===== config.mk =====
export PLATFORM = sky130hd
export DESIGN_NAME = pong_engine
export DESIGN_NICKNAME = d
export VERILOG_FILES = /design/src/rtl/pong_pkg.sv /design/src/rtl/pong_tick_gen.sv /design/src/rtl/pong_engine.sv
export SDC_FILE = /design/constraint.sdc
export NUM_CORES = 1
export LEC_CHECK = 0
export ABC_AREA = 1
export BUFFER_PORTS_ARGS = -buffer_cell sky130_fd_sc_hd__buf_2
export CAP_MARGIN = 15
export CORE_ASPECT_RATIO = 2
export CORE_MARGIN = 5
export CORE_UTILIZATION = 41
export CTS_CLUSTER_DIAMETER = 200
export DETAILED_ROUTE_END_ITERATION = 8
export PLACE_DENSITY_LB_ADDON = 0.3
export SLEW_MARGIN = 15
export SYNTH_ARGS = -nofsm -noshare
export SYNTH_HDL_FRONTEND = slang
export SYNTH_SLANG_ARGS = --single-unit

===== constraint.sdc =====
create_clock -name CLK50 -period 3.1 [get_ports CLK50]
set_input_delay 0.62 -clock CLK50 [delete_from_list [all_inputs] [get_ports CLK50]]
set_output_delay 0.62 -clock CLK50 [all_outputs]
set_load 0.03 [all_outputs]

===== src/rtl/pong_pkg.sv =====
// Shared encodings and defaults for the pong game core.
package pong_pkg;

  typedef enum logic [1:0] {
    ST_IDLE  = 2'd0,
    ST_SERVE = 2'd1,
    ST_PLAY  = 2'd2,
    ST_OVER  = 2'd3
  } state_t;

  typedef enum logic [1:0] {
    PL_NONE = 2'd0,
    PL_P1   = 2'd1,
    PL_P2   = 2'd2
  } player_t;

  localparam logic DIR_TO_P1 = 1'b0;
  localparam logic DIR_TO_P2 = 1'b1;

  localparam logic [1:0] SPEED_MAX = 2'd3;

  localparam int unsigned PERIOD0_DEF = 30_000_000;
  localparam int unsigned PERIOD1_DEF = 15_000_000;
  localparam int unsigned PERIOD2_DEF = 8_000_000;
  localparam int unsigned PERIOD3_DEF = 2_000_000;

  function automatic int unsigned max4(input int unsigned a, input int unsigned b,
                                       input int unsigned c, input int unsigned d);
    int unsigned m;
    m = a;
    if (b > m) m = b;
    if (c > m) m = c;
    if (d > m) m = d;
    return m;
  endfunction

endpackage


===== src/rtl/pong_tick_gen.sv =====
// Clearable ball-step counter; tc pulses on the last cycle of the selected period.
module pong_tick_gen
  import pong_pkg::*;
#(
  parameter int unsigned PERIOD0 = PERIOD0_DEF,
  parameter int unsigned PERIOD1 = PERIOD1_DEF,
  parameter int unsigned PERIOD2 = PERIOD2_DEF,
  parameter int unsigned PERIOD3 = PERIOD3_DEF
) (
  input  logic       CLK50,
  input  logic       RST,
  input  logic       run,
  input  logic       clr,
  input  logic [1:0] sel,
  output logic       tc
);

  localparam int unsigned PMAX  = max4(PERIOD0, PERIOD1, PERIOD2, PERIOD3);
  localparam int          CNT_W = (PMAX > 1) ? $clog2(PMAX) : 1;

  localparam logic [CNT_W-1:0] TC0 = CNT_W'(PERIOD0 - 1);
  localparam logic [CNT_W-1:0] TC1 = CNT_W'(PERIOD1 - 1);
  localparam logic [CNT_W-1:0] TC2 = CNT_W'(PERIOD2 - 1);
  localparam logic [CNT_W-1:0] TC3 = CNT_W'(PERIOD3 - 1);

  logic [CNT_W-1:0] cnt;
  logic [CNT_W-1:0] tc_val;

  always_comb begin
    tc_val = TC0;
    case (sel)
      2'd0:    tc_val = TC0;
      2'd1:    tc_val = TC1;
      2'd2:    tc_val = TC2;
      default: tc_val = TC3;
    endcase
  end

  // >= keeps the counter safe if the period shrinks without a clear
  assign tc = run && (cnt >= tc_val);

  always_ff @(posedge CLK50) begin
    if (RST || clr || !run || tc) cnt <= '0;
    else                          cnt <= cnt + CNT_W'(1);
  end

endmodule


===== src/rtl/pong_engine.sv =====
// Two-player 1-D pong core: serve, swing/hit zones, lockout, scoring and match end.
module pong_engine
  import pong_pkg::*;
#(
  parameter int unsigned TRACK_LEN = 18,
  parameter int unsigned HIT_ZONE  = 2,
  parameter int unsigned SCORE_MAX = 11,
  parameter int unsigned PERIOD0   = PERIOD0_DEF,
  parameter int unsigned PERIOD1   = PERIOD1_DEF,
  parameter int unsigned PERIOD2   = PERIOD2_DEF,
  parameter int unsigned PERIOD3   = PERIOD3_DEF
) (
  input  logic                                CLK50,
  input  logic                                RST,
  input  logic                                en,
  input  logic [1:0]                          speed_init,
  input  logic                                p1_btn,
  input  logic                                p2_btn,
  output logic [$clog2(TRACK_LEN+2)-1:0]      ball_pos,
  output logic [TRACK_LEN-1:0]                ball_onehot,
  output logic [6:0]                          score1,
  output logic [6:0]                          score2,
  output logic [1:0]                          state,
  output logic [1:0]                          winner,
  output logic [1:0]                          speed
);

  localparam int PW = $clog2(TRACK_LEN + 2);

  localparam logic [PW-1:0] POS_FIRST = PW'(1);
  localparam logic [PW-1:0] POS_LAST  = PW'(TRACK_LEN);
  localparam logic [PW-1:0] POS_OUT2  = PW'(TRACK_LEN + 1);
  localparam logic [PW-1:0] HZ1_HI    = PW'(HIT_ZONE);
  localparam logic [PW-1:0] HZ2_LO    = PW'(TRACK_LEN - HIT_ZONE + 1);
  localparam logic [6:0]    SCORE_PRE = 7'(SCORE_MAX - 1);

  function automatic logic [TRACK_LEN-1:0] onehot_of(input logic [PW-1:0] p);
    logic [TRACK_LEN-1:0] v;
    v = '0;
    for (int i = 0; i < int'(TRACK_LEN); i++)
      if (p == PW'(i + 1)) v[i] = 1'b1;
    return v;
  endfunction

  function automatic logic [PW-1:0] pos_step(input logic [PW-1:0] p, input logic d);
    return (d == DIR_TO_P2) ? p + PW'(1) : p - PW'(1);
  endfunction

  function automatic logic [1:0] spd_inc(input logic [1:0] s);
    return (s == SPEED_MAX) ? s : s + 2'd1;
  endfunction

  state_t      st;
  player_t     server;
  logic        dir;
  logic [1:0]  saved_speed;
  logic        p1_q, p2_q;
  logic        lock1, lock2;

  logic rst_all, in_play, p1_press, p2_press, miss1, miss2;
  logic swing1, swing2, hit1, hit2, early1, early2, tick;

  assign state    = st;
  assign rst_all  = RST || !en;
  assign in_play  = (st == ST_PLAY);
  assign p1_press = p1_btn & ~p1_q;
  assign p2_press = p2_btn & ~p2_q;

  // Out-of-bounds positions score first, so a coincident press is discarded
  assign miss1  = in_play && (ball_pos == '0);
  assign miss2  = in_play && (ball_pos == POS_OUT2);
  assign swing1 = in_play && !miss1 && !miss2 && p1_press && (dir == DIR_TO_P1) && !lock1;
  assign swing2 = in_play && !miss1 && !miss2 && p2_press && (dir == DIR_TO_P2) && !lock2;
  assign hit1   = swing1 && (ball_pos <= HZ1_HI);
  assign early1 = swing1 && (ball_pos >  HZ1_HI);
  assign hit2   = swing2 && (ball_pos >= HZ2_LO);
  assign early2 = swing2 && (ball_pos <  HZ2_LO);

  pong_tick_gen #(
    .PERIOD0 (PERIOD0),
    .PERIOD1 (PERIOD1),
    .PERIOD2 (PERIOD2),
    .PERIOD3 (PERIOD3)
  ) u_tick (
    .CLK50 (CLK50),
    .RST   (rst_all),
    .run   (in_play),
    .clr   (hit1 || hit2 || miss1 || miss2),
    .sel   (speed),
    .tc    (tick)
  );

  always_ff @(posedge CLK50) begin
    if (rst_all) begin
      st          <= ST_IDLE;
      ball_pos    <= POS_FIRST;
      ball_onehot <= onehot_of(POS_FIRST);
      dir         <= DIR_TO_P2;
      score1      <= '0;
      score2      <= '0;
      winner      <= PL_NONE;
      speed       <= '0;
      saved_speed <= '0;
      server      <= PL_P1;
      p1_q        <= 1'b1;
      p2_q        <= 1'b1;
      lock1       <= 1'b0;
      lock2       <= 1'b0;
    end else begin
      p1_q <= p1_btn;
      p2_q <= p2_btn;
      case (st)
        ST_IDLE: begin
          speed       <= speed_init;
          saved_speed <= speed_init;
          st          <= ST_SERVE;
        end
        ST_SERVE: begin
          speed <= saved_speed;
          if ((server == PL_P1 && p1_press) || (server == PL_P2 && p2_press))
            st <= ST_PLAY;
        end
        ST_PLAY: begin
          if (miss1 || miss2) begin
            lock1 <= 1'b0;
            lock2 <= 1'b0;
            if (miss1) begin
              score2      <= score2 + 7'd1;
              ball_pos    <= POS_FIRST;
              ball_onehot <= onehot_of(POS_FIRST);
              dir         <= DIR_TO_P2;
              server      <= PL_P1;
              if (score2 == SCORE_PRE) begin
                st     <= ST_OVER;
                winner <= PL_P2;
              end else begin
                st <= ST_SERVE;
              end
            end else begin
              score1      <= score1 + 7'd1;
              ball_pos    <= POS_LAST;
              ball_onehot <= onehot_of(POS_LAST);
              dir         <= DIR_TO_P1;
              server      <= PL_P2;
              if (score1 == SCORE_PRE) begin
                st     <= ST_OVER;
                winner <= PL_P1;
              end else begin
                st <= ST_SERVE;
              end
            end
          end else if (hit1 || hit2) begin
            // Outer-position returns reverse without speeding up
            dir   <= hit1 ? DIR_TO_P2 : DIR_TO_P1;
            lock1 <= 1'b0;
            lock2 <= 1'b0;
            if ((hit1 && ball_pos != POS_FIRST) || (hit2 && ball_pos != POS_LAST))
              speed <= spd_inc(speed);
          end else begin
            if (early1) lock1 <= 1'b1;
            if (early2) lock2 <= 1'b1;
            if (tick) begin
              ball_pos    <= pos_step(ball_pos, dir);
              ball_onehot <= onehot_of(pos_step(ball_pos, dir));
            end
          end
        end
        ST_OVER: begin
          if (p1_press || p2_press) begin
            score1 <= '0;
            score2 <= '0;
            winner <= PL_NONE;
            speed  <= '0;
            st     <= ST_IDLE;
          end
        end
        default: st <= ST_IDLE;
      endcase
    end
  end

endmodule

==> flow_metrics.py <==
metrics = {
    "clock_tree": {
        "postCtsSetupRepairBufs": 0,
        "clock_sinks": 77,
        "numCtsBuffers": 9,
        "cts.htree.levels": 3,
        "cts_resized": 0,
        "clk_latency_ps": 340,
        "cts_tree": "done",
        "hold_buffers": 0,
        "path_clk_slew_ps": 60,
        "clock_tree.root_cell": "clkbuf_16",
        "clockBufferDepth": 2,
    },
    "power_and_ir_drop": {
        "power.total_mw": 2.18,
        "vdd_drop_max_v": 0.000251,
        "leakage_nw": 2.47,
        "powerDensity_nw_per_um2": 395,
    },
    "global_route": {
        "grt_max_degree": 47,
        "use_met2_pct": 34.2,
        "antenna_found_initial": 0,
        "first_global_vias": 4507,
        "top_usage_layer": "met2",
        "use_met3_pct": 3.28,
        "use_met1_pct": 18.0,
        "grt_pass1_wl_um": 20600,
        "track_usage_pct": 18.2,
        "grt_overflow_total": 0,
    },
    "setup_path": {
        "arrival_ps": 3020,
        "cp_data_required_time_ps": 3300,
        "critPathTopFamily": "simple AND/OR/NAND/NOR gates",
        "criticalPathCategory": "register to register",
        "start_kind": "register",
        "critPathCaptureType": "register",
        "slowest_delay_ps": 510,
        "cp_cell_sequence": "inv_1, ha_1, o21bai_1, ha_1, nand3_1, nor2_1, nand3_1, nor2_1, nand2_1, nand3_1, or2_2, buf_4, nor2_1",
        "critPathBufInv": 2,
        "cp_slowest_cell": "buf_4",
        "crit_fanout": 24,
    },
    "sta": {
        "worst_slew_pin_slew_ps": 616,
        "slew_headroom_pct": 58.9,
        "maxSlewViolCount": 0,
        "rsz0062_at_grt": "false",
        "fin_worst_skew_ps": 9.15,
        "finalSetupTns_ps": 0,
        "finalSetupViolations": 0,
        "timing.final.crit_share_pct": 90.8,
        "layout_min_cycle_time_ps": 2810,
        "hold_violations": 0,
        "timing.hold.ws_ps": 467,
        "max_freq_mhz": 355,
    },
    "floorplan": {
        "initial_core_util_pct": 41.5,
        "rows": 56,
        "die_w_um": 86.8,
        "die_area_sq_um": 14200,
        "pin_count": 50,
        "die_y_um": 164,
        "core-area_sq_um": 11600,
    },
    "synthesis": {
        "synth_cells": 689,
        "synth_edf_count": 0,
        "avgSynthCellArea_sq_um": 7.01,
        "syn_nets": 728,
        "ys_warn_count": 0,
        "seq_area_frac_synth_pct": 31.9,
        "async_reset_ff_share_pct": 0,
        "syn_area_sq_um": 4830,
        "ys_ff_latch": 77,
        "synthDistinctLibCells": 35,
        "synth-main-ff-cell": "dfxtp_1",
    },
    "flow_run": {
        "maxCapViolations": 0,
    },
    "layout": {
        "fin_area_sq_um": 5520,
        "syn_to_final_growth_pct": 14.3,
        "mostFrequentLayoutCell": "nand2_1",
        "fillers": 1232,
        "layout_common_cells": "nand2_1, nor2_1, inv_1",
        "fin_nets": 778,
        "n_antenna_cell": 0,
        "drive_above_1_share_pct": 14.8,
    },
    "placed_design": {
        "dp_hpwl_um": 9520,
        "io_buffers": 49,
        "routabilityCongestion": 0.933,
        "placed_cell_area_sq_um": 5220,
    },
    "routing": {
        "wl_um": 12200,
        "vias": 4511,
        "dr.pass1.iters": 4,
        "wl_per_cell_um": 13.8,
        "routed_via_density": 5.07,
        "initialDrtViolationCount": 181,
        "drc_errors": 0,
        "ant_nets": 0,
    },
    "run_status": {
        "status": "completed",
    },
    "min_path": {
        "min_path_type": "register to register",
    },
}
-- metal layers --
layer	vias up	share of wire, %	wire length, um
met4	0	4.8	582
met1	2075	36	4460
met2	81	56	6880
met3	39	2.5	307
li1	2316	-	-
met5	-	0	0
-- worst paths after layout --
kind / start / endpoint / cells past startpoint / slack, ps
hold reg to reg: saved_speed[1] / saved_speed[1] / 2 / 470
setup / recovery: speed[0] / u_tick.cnt[24] / 13 / 290
setup reg to reg: speed[0] / u_tick.cnt[24] / 13 / 290
hold / removal: saved_speed[1] / saved_speed[1] / 2 / 470
-- worst register-to-register path, stage by stage, from the launching register on --
cell,delay [ps]
dfxtp_1,430
inv_1,130
ha_1,230
o21bai_1,220
ha_1,190
nand3_1,80
nor2_1,190
nand3_1,120
nor2_1,110
nand2_1,60
nand3_1,170
or2_2,150
buf_4,510
nor2_1,110
-- cells in the mapped netlist, drive strengths merged (7+ instances only) --
cell     n  share of area [%]
nand2  132                 10
nor2   124                 14
inv     94                7.3
dfxtp   77                 32
nand3   67                7.4
a21oi   43                4.5
ha      32                8.3
o21ai   19                2.0
nand4   17                2.2
nor3    17                1.8
xor2    17                3.1
buf     12                1.7
xnor2   12                2.2
or2      7               0.91
-- sequential cells by signal, summed over array words and instances (netlist names) --
register and count:
saved_speed 2, p1_q 1, p2_q 1, score2 7, lock2 1, server 2
winner 2, dir 1, u_tick.cnt 25, ball_onehot 18, state 2, ball_pos 5
lock1 1, score1 7, speed 2
-- where the power goes --
group          switching, mW  internal (mW)
registers            0.00667          0.994
clock network          0.451          0.632
logic                 0.0686         0.0314
total                  0.526           1.66
-- layout make-up --
type / instances / area [sq um] / area share [%]
multi-input cells: 502 / 2850 / 51.5
flip-flops and latches: 77 / 1540 / 27.9
inverters: 94 / 353 / 6.39
repair buffers: 55 / 303 / 5.48
clock buffers: 10 / 229 / 4.14
well taps: 145 / 181 / 3.28
clock inverters: 6 / 71.3 / 1.29
-- per-stage QoR --
step	utilization (%)	setup slack, ps	instances
after floorplan	-	562	689
after global placement	44.9	383	873
after detailed placement	44.9	264	873
after CTS	47.5	266	889
after global routing	47.5	12.6	889
final	47.5	287	889
-- cells by family after synthesis --
group | Yosys count | synth area share, %
AND/OR/NAND/NOR | 368 | 37.0
buffers and inverters | 110 | 9.30
flip-flops | 77 | 31.9
AO/OA/AOI/OAI | 73 | 8.24
adder cells (fa/ha/maj) | 32 | 8.29
XOR/XNOR | 29 | 5.26
No activity file was read; power rests on OpenSTA's default activity.
